### src/rtl/uart_rx.sv
// uart_rx: 8N1 serial receiver, LSB first, mid-bit sampling.
// Ports: sys_clk, rst_n (async low), rx -> data_out, rx_done, frame_err, busy_flag.
module uart_rx #(
  parameter int CLK_FREQ = 50_000_000,
  parameter int BAUD     = 9600
) (
  input  logic       sys_clk,
  input  logic       rst_n,
  input  logic       rx,
  output logic [7:0] data_out,
  output logic       rx_done,
  output logic       frame_err,
  output logic       busy_flag
);

  localparam int BIT_CNT  = CLK_FREQ / BAUD;
  localparam int HALF_CNT = BIT_CNT / 2;
  localparam int CW       = $clog2(BIT_CNT + 1);

  localparam logic [CW-1:0] CNT_MAX = CW'(BIT_CNT - 1);
  localparam logic [CW-1:0] CNT_SMP = CW'(HALF_CNT - 1);

  localparam logic [1:0] IDLE  = 2'd0;
  localparam logic [1:0] START = 2'd1;
  localparam logic [1:0] DATA  = 2'd2;
  localparam logic [1:0] STOP  = 2'd3;

  logic          rx_m;
  logic          rx_s;
  logic          rx_p;
  logic [1:0]    state;
  logic [1:0]    state_nxt;
  logic [CW-1:0] baud_cnt;
  logic [2:0]    bit_idx;
  logic [7:0]    shift;
  logic          start_edge;
  logic          sample;

  assign start_edge = rx_p & ~rx_s;
  assign sample     = (baud_cnt == CNT_SMP);

  always_comb begin
    state_nxt = state;
    case (state)
      IDLE:  if (start_edge) state_nxt = START;
      START: if (sample) state_nxt = rx_s ? IDLE : DATA;
      DATA:  if (sample && bit_idx == 3'd7) state_nxt = STOP;
      STOP:  if (sample) state_nxt = IDLE;
      default: state_nxt = IDLE;
    endcase
  end

  always_ff @(posedge sys_clk or negedge rst_n) begin
    if (!rst_n) begin
      rx_m      <= 1'b1;
      rx_s      <= 1'b1;
      rx_p      <= 1'b1;
      state     <= IDLE;
      baud_cnt  <= '0;
      bit_idx   <= 3'd0;
      shift     <= 8'h00;
      data_out  <= 8'h00;
      rx_done   <= 1'b0;
      frame_err <= 1'b0;
      busy_flag <= 1'b0;
    end else begin
      rx_m      <= rx;
      rx_s      <= rx_m;
      rx_p      <= rx_s;
      state     <= state_nxt;
      busy_flag <= (state_nxt != IDLE);
      rx_done   <= 1'b0;
      frame_err <= 1'b0;

      // Counter idles at 0, so a start edge begins a fresh bit period.
      if (state == IDLE || state_nxt == IDLE) begin
        baud_cnt <= '0;
      end else if (baud_cnt == CNT_MAX) begin
        baud_cnt <= '0;
      end else begin
        baud_cnt <= baud_cnt + 1'b1;
      end

      if (state == IDLE) begin
        bit_idx <= 3'd0;
      end

      if (state == DATA && sample) begin
        shift[bit_idx] <= rx_s;
        bit_idx        <= bit_idx + 3'd1;
      end

      if (state == STOP && sample) begin
        if (rx_s) begin
          data_out <= shift;
          rx_done  <= 1'b1;
        end else begin
          frame_err <= 1'b1;
        end
      end
    end
  end

endmodule

### config.mk
export PLATFORM = sky130hd
export DESIGN_NAME = uart_rx
export DESIGN_NICKNAME = d
export VERILOG_FILES = /design/src/rtl/uart_rx.sv
export SDC_FILE = /design/constraint.sdc
export NUM_CORES = 1
export LEC_CHECK = 0
export ABC_AREA = 1
export ABC_CLOCK_PERIOD_IN_PS = 3310
export CORE_MARGIN = 1
export CORE_UTILIZATION = 58
export DETAILED_ROUTE_END_ITERATION = 6
export PLACE_DENSITY = 0.81
export SKIP_CTS_REPAIR_TIMING = 1
export SLEW_MARGIN = 5
export SYNTH_ARGS = -nofsm -noshare
export SYNTH_HDL_FRONTEND = slang
export SYNTH_SLANG_ARGS = --single-unit
### constraint.sdc
create_clock -name sys_clk -period 3.31 [get_ports sys_clk]
set_input_delay 0.662 -clock sys_clk [delete_from_list [all_inputs] [get_ports sys_clk]]
set_output_delay 0.662 -clock sys_clk [all_outputs]
set_load 0.01 [all_outputs]
==> results of run 1 <==
## final timing paths
path	endpoint	depth (start not counted)	slack, ns
worst max-delay path	data_out[3]	1	1.39
worst min-delay path	rx_s	0	0.37
worst max register to register	baud_cnt[6]	10	1.67
worst min register to register	rx_s	0	0.37
max in group asynchronous	baud_cnt[2]	1	2.38
min in group asynchronous	data_out[4]	1	0.41
## through the flow
stage / power [mW] / hold WS (ns) / setup slack [ns] / util, %
detailed placement: 0.680 / 0.351 / 1.70 / 66.6
CTS: 0.992 / 0.367 / 1.37 / 69.1
global placement: 0.678 / 0.345 / 1.74 / 66.6
finish: 0.981 / 0.366 / 1.39 / 69.1
floorplan: 0.642 / 0.345 / 1.86 / -
global route: 1.03 / 0.376 / 1.34 / 69.1
## layout make-up
cell class              instances  area [µm²]  share of cell area, %
inverters                      28         105                   5.02
well taps                      44        55.1                   2.63
repair buffers                 13         125                   5.98
flip-flops and latches         40        1000                   48.0
multi-input cells             142         726                   34.7
clock inverters                 2        35.0                   1.67
clock buffers                   6        41.3                   1.97
## sequential cells by signal, indices dropped and copies added (netlist names), 2 cells and up
signal	cells
state	2
bit_idx	3
baud_cnt	13
data_out	8
shift	8
## Yosys cell counts, drive strengths merged
master  number  area (µm²)
o21ai       13        65.1
ha           3        37.5
nor3         2        10.0
inv         27         101
nor2        32         145
buf          1        7.51
xor2         7        61.3
nor4         2        12.5
xnor2        2        17.5
dfrtp       37         926
clkinv       1        3.75
dfstp        3        78.8
nand2       61         251
nand4        3        33.8
nand3       16        85.1
and3         1        6.26
## cell families after synthesis
family | Yosys count
adders and majority gates | 3
xor gates and xnor gates | 9
buffers and inverters | 29
DFF | 40
and+or+nand+nor | 117
AOI/OAI and AO/OA | 13
## power groups by stage
stage | Clock, mW | Combinational [mW] | Sequential, mW
CTS | 0.319 | 0.133 | 0.540
finish | 0.309 | 0.131 | 0.541
floorplan | 0 | 0.0966 | 0.546
global placement | 0 | 0.130 | 0.548
global route | 0.336 | 0.147 | 0.545
detailed placement | 0 | 0.131 | 0.549
## metal layers
| metal | vias up | global-route usage (%) | wire length [µm] |
|---|---|---|---|
| li1 | 696 | - | - |
| met1 | 638 | 32.8 | 1650 |
| met2 | 22 | 30.0 | 1310 |
| met3 | 2 | 6.59 | 106 |
| met4 | 0 | 8.16 | 27 |
| met5 | - | 0 | 0 |
==> run_results.csv, run 1 <==
group,metric,value,unit
outcome,outcome,"completed",
route,first_pass_iters,4,
power_and_ir_drop,power_report.internal_total,0.722,mW
synth,synthesis.instances,211,
job,maxCapViolCount,0,
setup_path,crit_chain,"clkdlybuf4s50_1",
power_and_ir_drop,leakage,1.00,nW
sta,final.setup.tns,0,ns
setup_path,crit_type,"flip-flop to output port",
power_and_ir_drop,power.ir.vdd_worst,368,µV
route,antenna_violating_nets_post_route,0,
setup_path,timing.critical_path.fanout_max,2,
setup_path,startpoint,"data_out[3]",
sta,final_period_minus_worst_setup_slack,1.92,ns
setup_path,cp-start-kind,"flip-flop",
sta,drv_slew,0,
cells_and_area,mostFrequentLayoutCell,"sky130_fd_sc_hd__nand2_1",
route,drt-initial-drc-count,61,
placed_design,dpl.hpwl,2180,µm
sta,timing.final.hold_violations,0,
cells_and_area,leading_cell_types_in_the_layout_fill_and_taps_excluded,"sky130_fd_sc_hd__nand2_1 (58), sky130_fd_sc_hd__dfrtp_1 (37), sky130_fd_sc_hd__inv_1 (22), sky130_fd_sc_hd__nor2_1 (22), sky130_fd_sc_hd__nand3_1 (15)",
power_and_ir_drop,p_switching,0.259,mW
floorplan,std_cell_rows,20,
floorplan,number_of_top_level_pins,14,
route,dr_total_vias,1358,
synth,syn_nets,217,
global_route,grt_pass1_wl,5550,µm
placed_design,io_buffer_count,13,
cells_and_area,layout.cell_area.non_filler,2090,µm²
setup_path,critical-path-top-delay-family,"buffers and inverters",
route,drt-wirelength-per-cell,11.3,µm
placed_design,dpl_cell_area,2020,µm²
sta,final.setup_skew,0.00968,ns
cells_and_area,num-nets-final,236,
synth,post_synthesis_sequential_element_count,40,
power_and_ir_drop,share_comb_of_total_power,13.3,%
power_and_ir_drop,sw_ratio,26.4,%
cells_and_area,stdcell_count,275,
setup_path,r2r-start,"baud_cnt[0]",
synth,synth-compound-area-share,3.53,%
route,vias_per_cell,4.94,
power_and_ir_drop,powerDensity,469,nW/µm²
clock_tree,tritoncts_clock_tree,"built",
route,wl,3100,µm
floorplan,coreArea,3030,µm²
placed_design,globalplace.congestion,0.797,
synth,synthXorXnorAreaFrac,4.28,%
clock_tree,cts_made_buffers,5,
synth,sequential_element_share_of_the_synthesized_area,54.5,%
cells_and_area,drive_gt1_share,13.4,%
synth,synthesis.area,1840,µm²
floorplan,initial_utilization,60.9,%
synth,yosysWarnings,0,
clock_tree,clkTransAtPathRegs,0.12,ns
clock_tree,clk_latency,0.34,ns
synth,synth.lib_cells_used.distinct,22,
synth,yosys.area_share.adder,2.04,%
route,drc,0,
placed_design,placed_cells,267,
synth,avgSynthCellArea,8.73,µm²
setup_path,end_kind,"output port",
floorplan,die_y,58.4,µm
setup_path,critical-path-max-stage-delay,0.54,ns
sta,crit_share_post_route,57.9,%
cells_and_area,layout-area-overhead-vs-synth,13.5,%
clock_tree,cts_max_level,2,
clock_tree,clock_tree.buffer_depth,2,
sta,max_slew_margin,45.2,%
min_path,min_path_type,"flip-flop to flip-flop",
power_and_ir_drop,seq_power_share,55.1,%
sta,grt_setup_unrepaired,"no",
global_route,grt.overflow.total,0,
synth,multiplexer_area_fraction_after_synthesis,0,%
clock_tree,clockRootBuffer,"sky130_fd_sc_hd__clkbuf_4",
sta,tightestPinTransition,0.823,ns
global_route,gr-usage-all-layers,21.9,%
setup_path,crit_path_top_delay_cell,"sky130_fd_sc_hd__clkdlybuf4s50_1",
global_route,grt_antenna_before_repair,0,
cells_and_area,fillerInstances,238,
floorplan,die_area,3410,µm²
synth,synth_top_family_by_area,"simple AND/OR/NAND/NOR gates",
setup_path,required,2.65,ns
sta,clock.fmax,0.522,GHz
setup_path,critPathArrivalTime,1.25,ns
global_route,first_global_vias,1238,
floorplan,die_width,58.4,µm
sta,final-setup-viol-count,0,
cells_and_area,antenna_cells,0,
global_route,largest_net_degree_at_the_start_of_global_routing,41,
setup_path,cp_num_buf_inv,1,
min_path,worst_hold_startpoint,"rx_m",
power_and_ir_drop,clock_power_share,31.5,%
synth,synth-simple-area-share,29.5,%
clock_tree,clkSinkCount,40,
Note: power is estimated with default switching activity, not from simulation.
==> inputs of run 2 (changes only) <==
--- a/config.mk
+++ b/config.mk
@@ -6,11 +6,11 @@
 export NUM_CORES = 1
 export LEC_CHECK = 0
 export ABC_AREA = 1
-export ABC_CLOCK_PERIOD_IN_PS = 3310
+export ABC_CLOCK_PERIOD_IN_PS = 2000
 export CORE_MARGIN = 1
-export CORE_UTILIZATION = 58
+export CORE_UTILIZATION = 57
 export DETAILED_ROUTE_END_ITERATION = 6
-export PLACE_DENSITY = 0.81
+export PLACE_DENSITY = 0.8
 export SKIP_CTS_REPAIR_TIMING = 1
 export SLEW_MARGIN = 5
 export SYNTH_ARGS = -nofsm -noshare
==> constraint.sdc (replaced) <==
create_clock -name sys_clk -period 2 [get_ports sys_clk]
set_input_delay 0.4 -clock sys_clk [delete_from_list [all_inputs] [get_ports sys_clk]]
set_output_delay 0.4 -clock sys_clk [all_outputs]
set_load 0.01 [all_outputs]
==> run_results.csv, run 2 (synthesis results as in run 1) <==
group,metric,value,unit
setup_path,critPathArrivalTime,1.28,ns
sta,grt_setup_unrepaired,"no",
global_route,grt_antenna_before_repair,0,
placed_design,pre_cts_slack,0.401,ns
cells_and_area,drive_gt1_share,14.2,%
route,dr_total_vias,1325,
sta,clock.fmax,0.595,GHz
placed_design,globalplace.congestion,0.842,
sta,setup_ws,0.318,ns
floorplan,std_cell_rows,20,
clock_tree,clockRootBuffer,"sky130_fd_sc_hd__clkbuf_4",
cells_and_area,mostFrequentLayoutCell,"sky130_fd_sc_hd__nand2_1",
cells_and_area,layout-area-overhead-vs-synth,14.7,%
clock_tree,clk_latency,0.35,ns
floorplan,initial_utilization,60.4,%
clock_tree,clkTransAtPathRegs,0.12,ns
sta,crit_share_post_route,84.1,%
power_and_ir_drop,power.ir.vdd_worst,365,µV
global_route,largest_net_degree_at_the_start_of_global_routing,41,
cells_and_area,stdcell_count,276,
setup_path,crit_type,"flip-flop to output port",
power_and_ir_drop,powerDensity,792,nW/µm²
route,vias_per_cell,4.80,
cells_and_area,leading_cell_types_in_the_layout_fill_and_taps_excluded,"sky130_fd_sc_hd__nand2_1 (58), sky130_fd_sc_hd__dfrtp_1 (37), sky130_fd_sc_hd__inv_1 (22), sky130_fd_sc_hd__nor2_1 (22), sky130_fd_sc_hd__nand3_1 (15)",
cells_and_area,regArea,1000,µm²
floorplan,die_width,58.9,µm
power_and_ir_drop,finalPower,1.67,mW
global_route,grt.overflow.total,0,
floorplan,number_of_top_level_pins,14,
sta,final.setup_skew,0.0145,ns
cells_and_area,max_reg_flops,13,
global_route,grt_pass1_wl,5460,µm
sta,timing.final.hold_violations,0,
clock_tree,cts_made_buffers,5,
sta,tightestPinTransition,0.466,ns
cells_and_area,num-nets-final,237,
floorplan,coreArea,3050,µm²
setup_path,reg2reg_depth,10,
setup_path,cp-start-kind,"flip-flop",
route,drt-initial-drc-count,68,
min_path,min_path_type,"primary input to asynchronous set/reset pin",
setup_path,cp_num_buf_inv,1,
setup_path,critical-path-top-delay-family,"buffers and inverters",
global_route,gr-usage-all-layers,22.0,%
cells_and_area,multiInputGateArea,726,µm²
floorplan,die_y,58.9,µm
cells_and_area,max_flop_register,"baud_cnt",
placed_design,placed_cells,268,
setup_path,reg2reg_setup_slack,0.38,ns
setup_path,crit_path_top_delay_cell,"sky130_fd_sc_hd__clkdlybuf4s50_1",
setup_path,required,1.60,ns
route,antenna_violating_nets_post_route,0,
setup_path,crit_chain,"clkdlybuf4s50_1",
global_route,first_global_vias,1232,
cells_and_area,antenna_cells,0,
sta,final_period_minus_worst_setup_slack,1.68,ns
clock_tree,clkSinkCount,40,
setup_path,critical-path-max-stage-delay,0.54,ns
job,maxCapViolCount,0,
cells_and_area,fillerInstances,246,
clock_tree,tritoncts_clock_tree,"built",
route,drc,0,
power_and_ir_drop,leakage,1.01,nW
outcome,outcome,"completed",
sta,drv_slew,0,
route,first_pass_iters,4,
route,wl,3110,µm
setup_path,timing.critical_path.fanout_max,2,
setup_path,end_kind,"output port",
clock_tree,cts_max_level,2,
setup_path,worst-path-stages,1,
cells_and_area,largestRegisters,"baud_cnt (13), data_out (8), shift (8)",
clock_tree,clock_tree.buffer_depth,2,
route,drt-wirelength-per-cell,11.3,µm
placed_design,io_buffer_count,13,
sta,final-setup-viol-count,0,
sta,final.setup.tns,0,ns
sta,max_slew_margin,68.9,%
floorplan,die_area,3460,µm²
placed_design,dpl.hpwl,2290,µm
[run 2: cell count changes in the layout (fill, tap and decap cells not counted), sizes merged]
cell / delta
buf: +1
[run 2: cell type report]
cell class | instances | area share (%)
timing repair buffer | 14 | 6.28
multi-input combinational | 142 | 34.3
tap | 44 | 2.61
clock buffer | 6 | 2.43
sequential | 40 | 47.5
inverter | 28 | 4.97
clock inverter | 2 | 1.84
[run 2: path summary, 6_finish.rpt]
path | start | to
max | data_out[2] | data_out[2]
min | rst_n | data_out[0]
max reg2reg | baud_cnt[0] | baud_cnt[10]
min reg2reg | rx_m | rx_s
max in group asynchronous | rst_n | rx_m
min in group sys_clk | rx_m | rx_s
[run 2: power by group]
| group | internal, mW | switching [mW] | total (mW) |
|---|---|---|---|
| combinational | 0.0789 | 0.132 | 0.211 |
| sequential | 0.855 | 0.0455 | 0.901 |
| clock | 0.300 | 0.263 | 0.563 |
[run 2: stage by stage]
stage / hold WS [ns] / util (%) / area [µm²]
floorplan: 0.104 / - / 1840
global placement: 0.346 / 66.3 / 2020
detailed placement: 0.349 / 66.3 / 2020
CTS: 0.0855 / 69.2 / 2110
global route: 0.108 / 69.2 / 2110
finish: 0.0729 / 69.2 / 2110
[run 2: layer usage]
metal / vias to the layer above / share of wire [%] / GRT usage [%] / wire length, µm
li1: 695 / - / - / -
met4: 0 / 1.6 / 12.2 / 49
met2: 40 / 40 / 28.9 / 1240
met1: 584 / 53 / 34.1 / 1660
met5: - / 0 / 0 / 0
met3: 6 / 5.2 / 3.96 / 162
